--- src/rtl/writeback_arbiter.sv ---
`default_nettype none
// ============================================================================
// Module   : writeback_arbiter
// Purpose  : Shares one register-file write port between the write-back stage
//            and a small FIFO of long-latency unit results.
// Revision : 1.0
// ============================================================================
module writeback_arbiter #(
    parameter int BUF_DEPTH    = 2,
    parameter int STARVE_LIMIT = 4
) (
    input  logic                         clk,
    input  logic                         reset,
    input  logic                         pipe_valid,
    input  logic [4:0]                   pipe_rd,
    input  logic [31:0]                  pipe_data,
    output logic                         pipe_stall,
    input  logic                         lu_valid,
    output logic                         lu_ready,
    input  logic [4:0]                   lu_rd,
    input  logic [31:0]                  lu_data,
    output logic                         rf_we,
    output logic [4:0]                   rf_waddr,
    output logic [31:0]                  rf_wdata,
    output logic [$clog2(BUF_DEPTH):0]   buf_count
);

    localparam int c_AW = (BUF_DEPTH > 1) ? $clog2(BUF_DEPTH) : 1;
    localparam int c_CW = $clog2(BUF_DEPTH) + 1;
    localparam int c_SW = (STARVE_LIMIT > 0) ? $clog2(STARVE_LIMIT + 1) : 1;

    localparam logic [1:0] c_GRANT_NONE = 2'd0;
    localparam logic [1:0] c_GRANT_PIPE = 2'd1;
    localparam logic [1:0] c_GRANT_BUF  = 2'd2;

    logic [4:0]      r_mem_rd   [BUF_DEPTH];
    logic [31:0]     r_mem_data [BUF_DEPTH];
    logic [c_AW-1:0] r_wr_ptr;
    logic [c_AW-1:0] r_rd_ptr;
    logic [c_CW-1:0] r_count;
    logic [c_SW-1:0] r_starve_cnt;
    logic            r_rf_we;
    logic [4:0]      r_rf_waddr;
    logic [31:0]     r_rf_wdata;

    logic       w_empty;
    logic       w_full;
    logic       w_lu_ready;
    logic       w_push;
    logic       w_pop;
    logic [1:0] w_grant;

    function automatic logic [c_AW-1:0] next_ptr(input logic [c_AW-1:0] ptr);
        return (ptr == c_AW'(BUF_DEPTH - 1)) ? '0 : ptr + 1'b1;
    endfunction

    assign w_empty    = (r_count == '0);
    assign w_full     = (r_count == c_CW'(BUF_DEPTH));
    // Ready depends only on registered occupancy, never on lu_valid or pop.
    assign w_lu_ready = !reset && !w_full;
    assign w_push     = lu_valid && w_lu_ready && (lu_rd != 5'd0);
    assign w_pop      = (w_grant == c_GRANT_BUF);

    always_comb begin
        w_grant = c_GRANT_NONE;
        if (!w_empty && (!pipe_valid || (r_starve_cnt == c_SW'(STARVE_LIMIT)) || w_full)) begin
            w_grant = c_GRANT_BUF;
        end else if (pipe_valid) begin
            w_grant = c_GRANT_PIPE;
        end
    end

    assign lu_ready   = w_lu_ready;
    assign pipe_stall = pipe_valid && (reset || (w_grant != c_GRANT_PIPE));
    assign rf_we      = r_rf_we;
    assign rf_waddr   = r_rf_waddr;
    assign rf_wdata   = r_rf_wdata;
    assign buf_count  = r_count;

    always_ff @(posedge clk) begin
        if (w_push) begin
            r_mem_rd[r_wr_ptr]   <= lu_rd;
            r_mem_data[r_wr_ptr] <= lu_data;
        end
    end

    always_ff @(posedge clk) begin
        if (reset) begin
            r_wr_ptr     <= '0;
            r_rd_ptr     <= '0;
            r_count      <= '0;
            r_starve_cnt <= '0;
        end else begin
            if (w_push) r_wr_ptr <= next_ptr(r_wr_ptr);
            if (w_pop)  r_rd_ptr <= next_ptr(r_rd_ptr);
            case ({w_push, w_pop})
                2'b10:   r_count <= r_count + 1'b1;
                2'b01:   r_count <= r_count - 1'b1;
                default: r_count <= r_count;
            endcase
            if (w_pop || w_empty) begin
                r_starve_cnt <= '0;
            end else if ((w_grant == c_GRANT_PIPE) && (r_starve_cnt != c_SW'(STARVE_LIMIT))) begin
                r_starve_cnt <= r_starve_cnt + 1'b1;
            end
        end
    end

    always_ff @(posedge clk) begin
        if (reset) begin
            r_rf_we    <= 1'b0;
            r_rf_waddr <= '0;
            r_rf_wdata <= '0;
        end else begin
            case (w_grant)
                c_GRANT_BUF: begin
                    r_rf_we    <= 1'b1;
                    r_rf_waddr <= r_mem_rd[r_rd_ptr];
                    r_rf_wdata <= r_mem_data[r_rd_ptr];
                end
                c_GRANT_PIPE: begin
                    r_rf_we    <= (pipe_rd != 5'd0);
                    r_rf_waddr <= pipe_rd;
                    r_rf_wdata <= pipe_data;
                end
                default: r_rf_we <= 1'b0;
            endcase
        end
    end

endmodule
`default_nettype wire

--- config.mk ---
export PLATFORM = sky130hd
export DESIGN_NAME = writeback_arbiter
export DESIGN_NICKNAME = d
export VERILOG_FILES = /design/src/rtl/writeback_arbiter.sv
export SDC_FILE = /design/constraint.sdc
export NUM_CORES = 1
export LEC_CHECK = 0
export BUFFER_PORTS_ARGS = -buffer_cell sky130_fd_sc_hd__buf_4
export CORE_MARGIN = 2
export CORE_UTILIZATION = 48
export DETAILED_ROUTE_END_ITERATION = 16
export GPL_ROUTABILITY_DRIVEN = 0
export GPL_TIMING_DRIVEN = 0
export PLACE_DENSITY = 0.87
export SETUP_SLACK_MARGIN = 0.1
export SYNTH_ARGS = -nofsm -noshare
export SYNTH_HDL_FRONTEND = slang
export SYNTH_SLANG_ARGS = --single-unit
--- constraint.sdc ---
create_clock -name clk -period 3 [get_ports clk]
set_input_delay 0.15 -clock clk [delete_from_list [all_inputs] [get_ports clk]]
set_output_delay 0.15 -clock clk [all_outputs]
set_load 0.05 [all_outputs]
==> results.md, run 1 <==
* Status: finished, final reports clean
* Hold Fails Final Rpt at 0
* Post-synth EDFFs at 74
* Number of DRC violations after detailed routing at 0
* Share of the synthesized area in the top cell type at 0.465
* Power Total at 6.35 mW
* Drt wl/cell at about 18 um
* DPL Wire Length at 7550 um
* Synthesized netlist net count at 456
* Core box area at ~9700 um^2
* Std cell rows at 36
* Num CTS Buffers at 17
* Final period util at 0.722
* Footprint of the multi-input gates at ~1500 um^2
* Seq cells post-synth at 120
* Final slew viol count at 0
* Fin util at 0.740
* Layout area overhead at 50.7%
* Nets at between 600 and 700
* Cts hold-fix bufs at 75
* Maximum VDD drop at between 0.5 and 0.6 mV
* YS warnings at 0
* # fillers at around 600
* Num Clock Sinks at 120
* CP Max Fanout at 4
* Post-Route WL at between 10000 and 15000 um
* First-pass GRT wire length at about 21000 um
* Top FF cell, synth: edfxtp_1
* Synth Instances at about 380
* WP data arrival at between 2 and 3 ns
* Critical-path top delay cell: dlygate4sd3_1
* Crit path largest cell delay at between 0.5 and 0.6 ns
* Startpoint types: input port
* Synth cell types at 33
* CTS tree: yes
* IO Pins at 120
* Routed Antenna Nets at 0
* Layout cells sized above 1 at 0.330
* CP endpoint kind: flip-flop
* Final min period at between 2 and 2.5 ns
* Slew @ Worst Pin at ~0.65 ns
* Root Driver: clkbuf_8
* Final setup viols at 0
* GR Overflow Total at 0
* Vias in the first global route at ~4200
* Port Buffers at between 100 and 150
* Starting density of the core at 0.491
* Clk pin slew, worst setup/hold paths at 0.05 ns
* Worst Clk Skew at 0.00804 ns
* Sequential-to-total area share from yosys stat at 0.658
* Final instance area at between 7000 and 8000 um^2
* RSZ-0062 raised after global routing: false
* # H-tree levels at 4
* Vias per cell at between 5 and 6
* Post-synth ARST share at 0
* Resized cells post-CTS at 0
* Leakage at about 2.7 nW
* Initial DRC count at 198
* Clock Tree Buf Depth at 2
* PwrDens at approximately 880 nW/um^2
* DIE WIDTH at ~100 um
* Via count at ~3800
* WP data required at 3.44 ns
* Crit Path Category: input port to flip-flop
* Mapped Avg Cell Area at roughly 13 um^2
* Register area at 3140 um^2
* GRT Total Usage at 0.253
* Top post-synthesis cells by area: edfxtp_1 (46%), dfxtp_1 (19%), a211oi_2 (7.9%), nor2b_1 (4.8%), o21ai_0 (4.7%)
* Initial antenna violation count at 1
* Setup bufs post-CTS at 0
* Pre-antenna DRT Iters at 4
* Clk_lat worst skew at around 0.52 ns
* Max Cap Viol at 0
* Die area at ~11000 um^2
* CP Cell Sequence: dlygate4sd3_1 -> buf_4 -> or4_4 -> o2111ai_4 -> ha_1 -> or3_1 -> a21oi_1
* Placed Area at 5880 um^2
* Pin count of the biggest net entering global routing at 26
* Hold WC Path Type: input port to flip-flop
* Cell area after synthesis at ~4800 um^2
* FMAX at ~460 MHz
* Max_slew headroom at 0.562
* Area leader, netlist: edfxtp_1
* Chip height at slightly above 100 um
metrics by stage:
stage / hold WS, ns / setup TNS [ns] / setup WS (ns) / cells
finish: 0.0656 / 0 / 0.834 / 734
global route: 0.0467 / 0 / 0.786 / 734
CTS: 0.0424 / 0 / 0.848 / 733
detailed placement: 0.338 / 0 / 0.962 / 627
global placement: 0.337 / -52.99 / -0.737 / 625
floorplan: 0.249 / -15.97 / -0.216 / 375
layout by cell type (no fill, tap or decap), drive strengths merged, types with 2 or more instances in the layout:
cell type | synthesis | layout
nor2b | 37 | 37
a21oi | 2 | 2
nor3 | 3 | 3
a31oi | 2 | 2
o21ai | 75 | 75
dlygate4sd3 | 0 | 75
and3 | 4 | 4
nand2 | 40 | 40
buf | 15 | 134
inv | 4 | 4
xnor2 | 3 | 3
dfxtp | 46 | 46
a211oi | 37 | 37
edfxtp | 74 | 74
clkinv | 0 | 6
nor2 | 9 | 9
nand3 | 2 | 2
clkbuf | 9 | 30
bufinv | 0 | 3
ha | 3 | 3
metal layers:
layer | wire length [um] | vias to the layer above | GRT usage
met5 | 0 | - | 0
met1 | 4920 | 1822 | 0.267
met4 | 436 | 0 | 0.129
met2 | 7070 | 147 | 0.469
li1 | - | 1795 | -
met3 | 644 | 45 | 0.0592
logic make-up (layout without fill, tap and decap cells):
logic type	after synthesis	count (layout)	synth area share
other cells	0	1	0
xor+xnor	4	4	0.00733
simple gates	101	101	0.114
buf+inv	28	253	0.0317
fa+ha+maj	3	3	0.00785
flops	120	120	0.658
compound gates	119	119	0.181
worst paths after layout:
| path | start | end | slack [ns] | cells after the start |
|---|---|---|---|---|
| worst max-delay path | lu_rd[3] | buf_count[1] | 0.83 | 7 |
| worst min-delay path | pipe_valid | rf_we | 0.07 | 3 |
| worst max register to register | r_starve_cnt[0] | buf_count[1] | 0.94 | 7 |
| worst min register to register | rf_wdata[0] | rf_wdata[0] | 0.45 | 2 |
critical path, delay by kind of cell:
kind,cells,cell delay (ns)
fa+ha+maj,1,0.32
simple gates,2,0.91
compound gates,2,0.51
buf+inv,2,0.71
Yosys cell counts, drive strengths merged, types with 4 or more instances:
master	number
nor2b	37
buf	15
a211oi	37
o21ai	75
nand2	40
nor2	9
clkbuf	9
edfxtp	74
inv	4
and3	4
dfxtp	46
power breakdown:
part	leakage (nW)	internal [mW]	total, mW	switching (mW)
clock	0.277	1.27	1.97	0.695
sequential	1.06	2.05	2.20	0.149
combinational	1.40	0.734	2.19	1.45
total	2.73	4.05	6.35	2.30
layout make-up:
type	count	area share
Antenna cell	1	0.000348
Buffer	24	0.0189
Clock buffer	21	0.0610
Clock inverter	10	0.0179
Inverter	4	0.00209
Multi-Input combinational cell	227	0.208
Sequential cell	120	0.436
Tap cell	133	0.0231
Timing Repair Buffer	194	0.232
state kept, by name (all words and copies together), names as in the netlist, named ones only:
name,count
rf_waddr,5
rf_we,1
r_mem_data,64
r_starve_cnt,3
r_rd_ptr,1
r_wr_ptr,1
rf_wdata,32
buf_count,2
r_mem_rd,10
No activity file was read; power rests on OpenSTA's default activity.
==> run 2: changes to the inputs <==
--- a/config.mk
+++ b/config.mk
@@ -7,11 +7,11 @@
 export LEC_CHECK = 0
 export BUFFER_PORTS_ARGS = -buffer_cell sky130_fd_sc_hd__buf_4
 export CORE_MARGIN = 2
-export CORE_UTILIZATION = 48
+export CORE_UTILIZATION = 53
 export DETAILED_ROUTE_END_ITERATION = 16
 export GPL_ROUTABILITY_DRIVEN = 0
 export GPL_TIMING_DRIVEN = 0
-export PLACE_DENSITY = 0.87
+export PLACE_DENSITY = 0.91
 export SETUP_SLACK_MARGIN = 0.1
 export SYNTH_ARGS = -nofsm -noshare
 export SYNTH_HDL_FRONTEND = slang
==> constraint.sdc (replaced) <==
create_clock -name clk -period 2 [get_ports clk]
set_input_delay 0.1 -clock clk [delete_from_list [all_inputs] [get_ports clk]]
set_output_delay 0.1 -clock clk [all_outputs]
set_load 0.05 [all_outputs]
==> run 2 against run 1 <==
Net effect: the run now ends with negative setup slack left; hold slack hardly changed; cell count is 3.5% lower; wire length is 1.5% lower; critical endpoint is now r_mem_data[0][13].
==> results.md, run 2 (synthesized netlist as in run 1, its figures left out) <==
* Cell family with most CP delay: simple AND/OR/NAND/NOR gates
* Hold_ws at 0.0651 ns (-0.000490 ns)
* Pre-CTS setup slack at -0.170 ns (-1.13 ns)
* Status: finished, violations left
* Root Driver: clkbuf_8
* Pin count of the biggest net entering global routing at 38 (+46%)
* Post-Layout Cell Count at 708 (-3.5%)
* IO Pins at 120 (unchanged)
* PwrDens at 1340 nW/um^2 (+52%)
* Setup TNS at -9.95 ns (-9.95 ns)
* Hold WC Path Type: input port to flip-flop
* Commonest cells after routing, fill and taps aside: buf_4 (117), dlygate4sd3_1 (76), edfxtp_1 (74)
* Layout cells sized above 1 at 0.340 (+0.0100)
* Vias in the first global route at 4096 (-2.3%)
* Slew @ Worst Pin at 1.12 ns (+0.472 ns)
* Chip height at 99.0 um (-4.6%)
* FMAX at between 400 and 500 MHz
* Via count at 3829 (+0.53%)
* GRT Total Usage at 0.273 (+0.0200)
* Max Cap Viol at 0 (unchanged)
* Antenna Diode Count at 0 (-1)
* Most common cell after layout, fill and taps aside: buf_4
* CP Max Fanout at 37 (+33)
* RSZ-0062 raised after global routing: true
* Num Clock Sinks at 120 (unchanged)
* Startpoint types: flip-flop
* CP endpoint kind: flip-flop
* Routed Antenna Nets at 0 (unchanged)
* Clk_lat worst skew at 0.51 ns (about the same)
* Leakage at 2.75 nW (+0.51%)
* Core box area at 8720 um^2 (-10%)
* WP data required at 2.12 ns (-1.32 ns)
* Hold Fails Final Rpt at 0 (unchanged)
* Clock Tree Buf Depth at 2 (unchanged)
* Maximum VDD drop at 0.964 mV (+80%)
* # H-tree levels at 4 (unchanged)
* Std cell rows at 34 (-5.6%)
* Initial antenna violation count at 0 (-1)
* Nets at 668 (-0.15%)
* Final min period at roughly 2.1 ns
* Number of DRC violations after detailed routing at 0 (unchanged)
* Crit path buf inv count at 1 (-1)
* Vias per cell at 5.41 (+4.2%)
* Num CTS Buffers at 17 (unchanged)
* Final period util at 1.07
* Max FFs per register at 64 (unchanged)
* Crit path largest cell delay at 0.91 ns (+0.35 ns)
* Starting density of the core at 0.548 (+0.0568)
* Critical-path top delay cell: nor2_4
* First-pass GRT wire length at 20200 um (-3.9%)
* Initial DRC count at 195 (-1.5%)
* Pre-antenna DRT Iters at 5 (+1)
* Die area at 9790 um^2 (-9.1%)
* Power Total at 9.65 mW (+52%)
* Violated checks: negative setup slack
* Worst Clk Skew at 0.00871 ns (+0.000662 ns)
* Drt wl/cell at 18.2 um (+2.1%)
* Largest register by flop count: r_mem_data
* Final slew viol count at 0 (unchanged)
* DPL Wire Length at 7330 um (-2.9%)
* DP Cell Count at 600 (-4.3%)
* Layout area overhead at 50.3%
* Port Buffers at 117 (unchanged)
* Final setup margin at -0.147 ns (-0.981 ns)
* Max_slew headroom at 0.249 (-0.313)
* CP Cell Sequence: buf_8 -> nand2b_4 -> o2111ai_4 -> nor2_4
* Setup bufs post-CTS at 0 (unchanged)
* WP data arrival at 2.27 ns (-0.33 ns)
* DIE WIDTH at 99.0 um (-4.6%)
* CTS tree: yes
* Clk pin slew, worst setup/hold paths at 0.06 ns (about the same)
* Final setup viols at 76 (+76)
* GR Overflow Total at 0 (unchanged)
* Post-Route WL at 12900 um (-1.5%)
* Crit Path Category: flip-flop to flip-flop
run 2: metal layers:
layer  routed length, um  global-route usage  part of all wire  vias up
met5                   0                   0                 0        -
met4                 282               0.106             0.022        0
li1                    -                   -                 -     1808
met3                 694              0.0610             0.054       26
met2                7090               0.523              0.55      144
met1                4800               0.286              0.37     1851
run 2: final timing paths:
path,start,to,slack [ns],cells past startpoint
min reg2reg,rf_wdata[30],rf_wdata[30],0.45,2
min,reset,rf_wdata[20],0.07,4
max,buf_count[0],r_mem_data[0][13],-0.15,4
max reg2reg,buf_count[0],r_mem_data[0][13],-0.15,4
run 2: layout make-up:
cell class                 instances  area (um^2)
sequential                       120         3150
timing repair buffer             193         1640
multi-input combinational        227         1500
tap                              108          135
fill                             477         1540
buffer                            24          146
clock buffer                      19          422
clock inverter                    13          179
inverter                           4         15.0
run 2: repair_timing:
item,4_1_cts,5_1_grt
hold buffers,76,0
setup endpoints to repair,76,101
resized for setup,0,5
gates cloned,0,0
hold endpoints to repair,118,0
pin swaps,3,1
run 2: per-stage QoR:
stage | utilization | instance area, um^2
after floorplan | - | 4800
after global placement | 0.667 | 5820
after detailed placement | 0.667 | 5820
after CTS | 0.823 | 7180
after global routing | 0.824 | 7180
final | 0.824 | 7180
run 2: power breakdown:
group	switching (mW)	internal, mW	total [mW]	leakage (nW)
clock	1.06	2.01	3.08	0.295
combinational	2.17	1.10	3.26	1.39
sequential	0.229	3.08	3.31	1.06
run 2: worst register-to-register path, cell delays in order (launching register included):
cell	delay (ns)
dfxtp_4	0.35
buf_8	0.12
nand2b_4	0.18
o2111ai_4	0.18
nor2_4	0.91
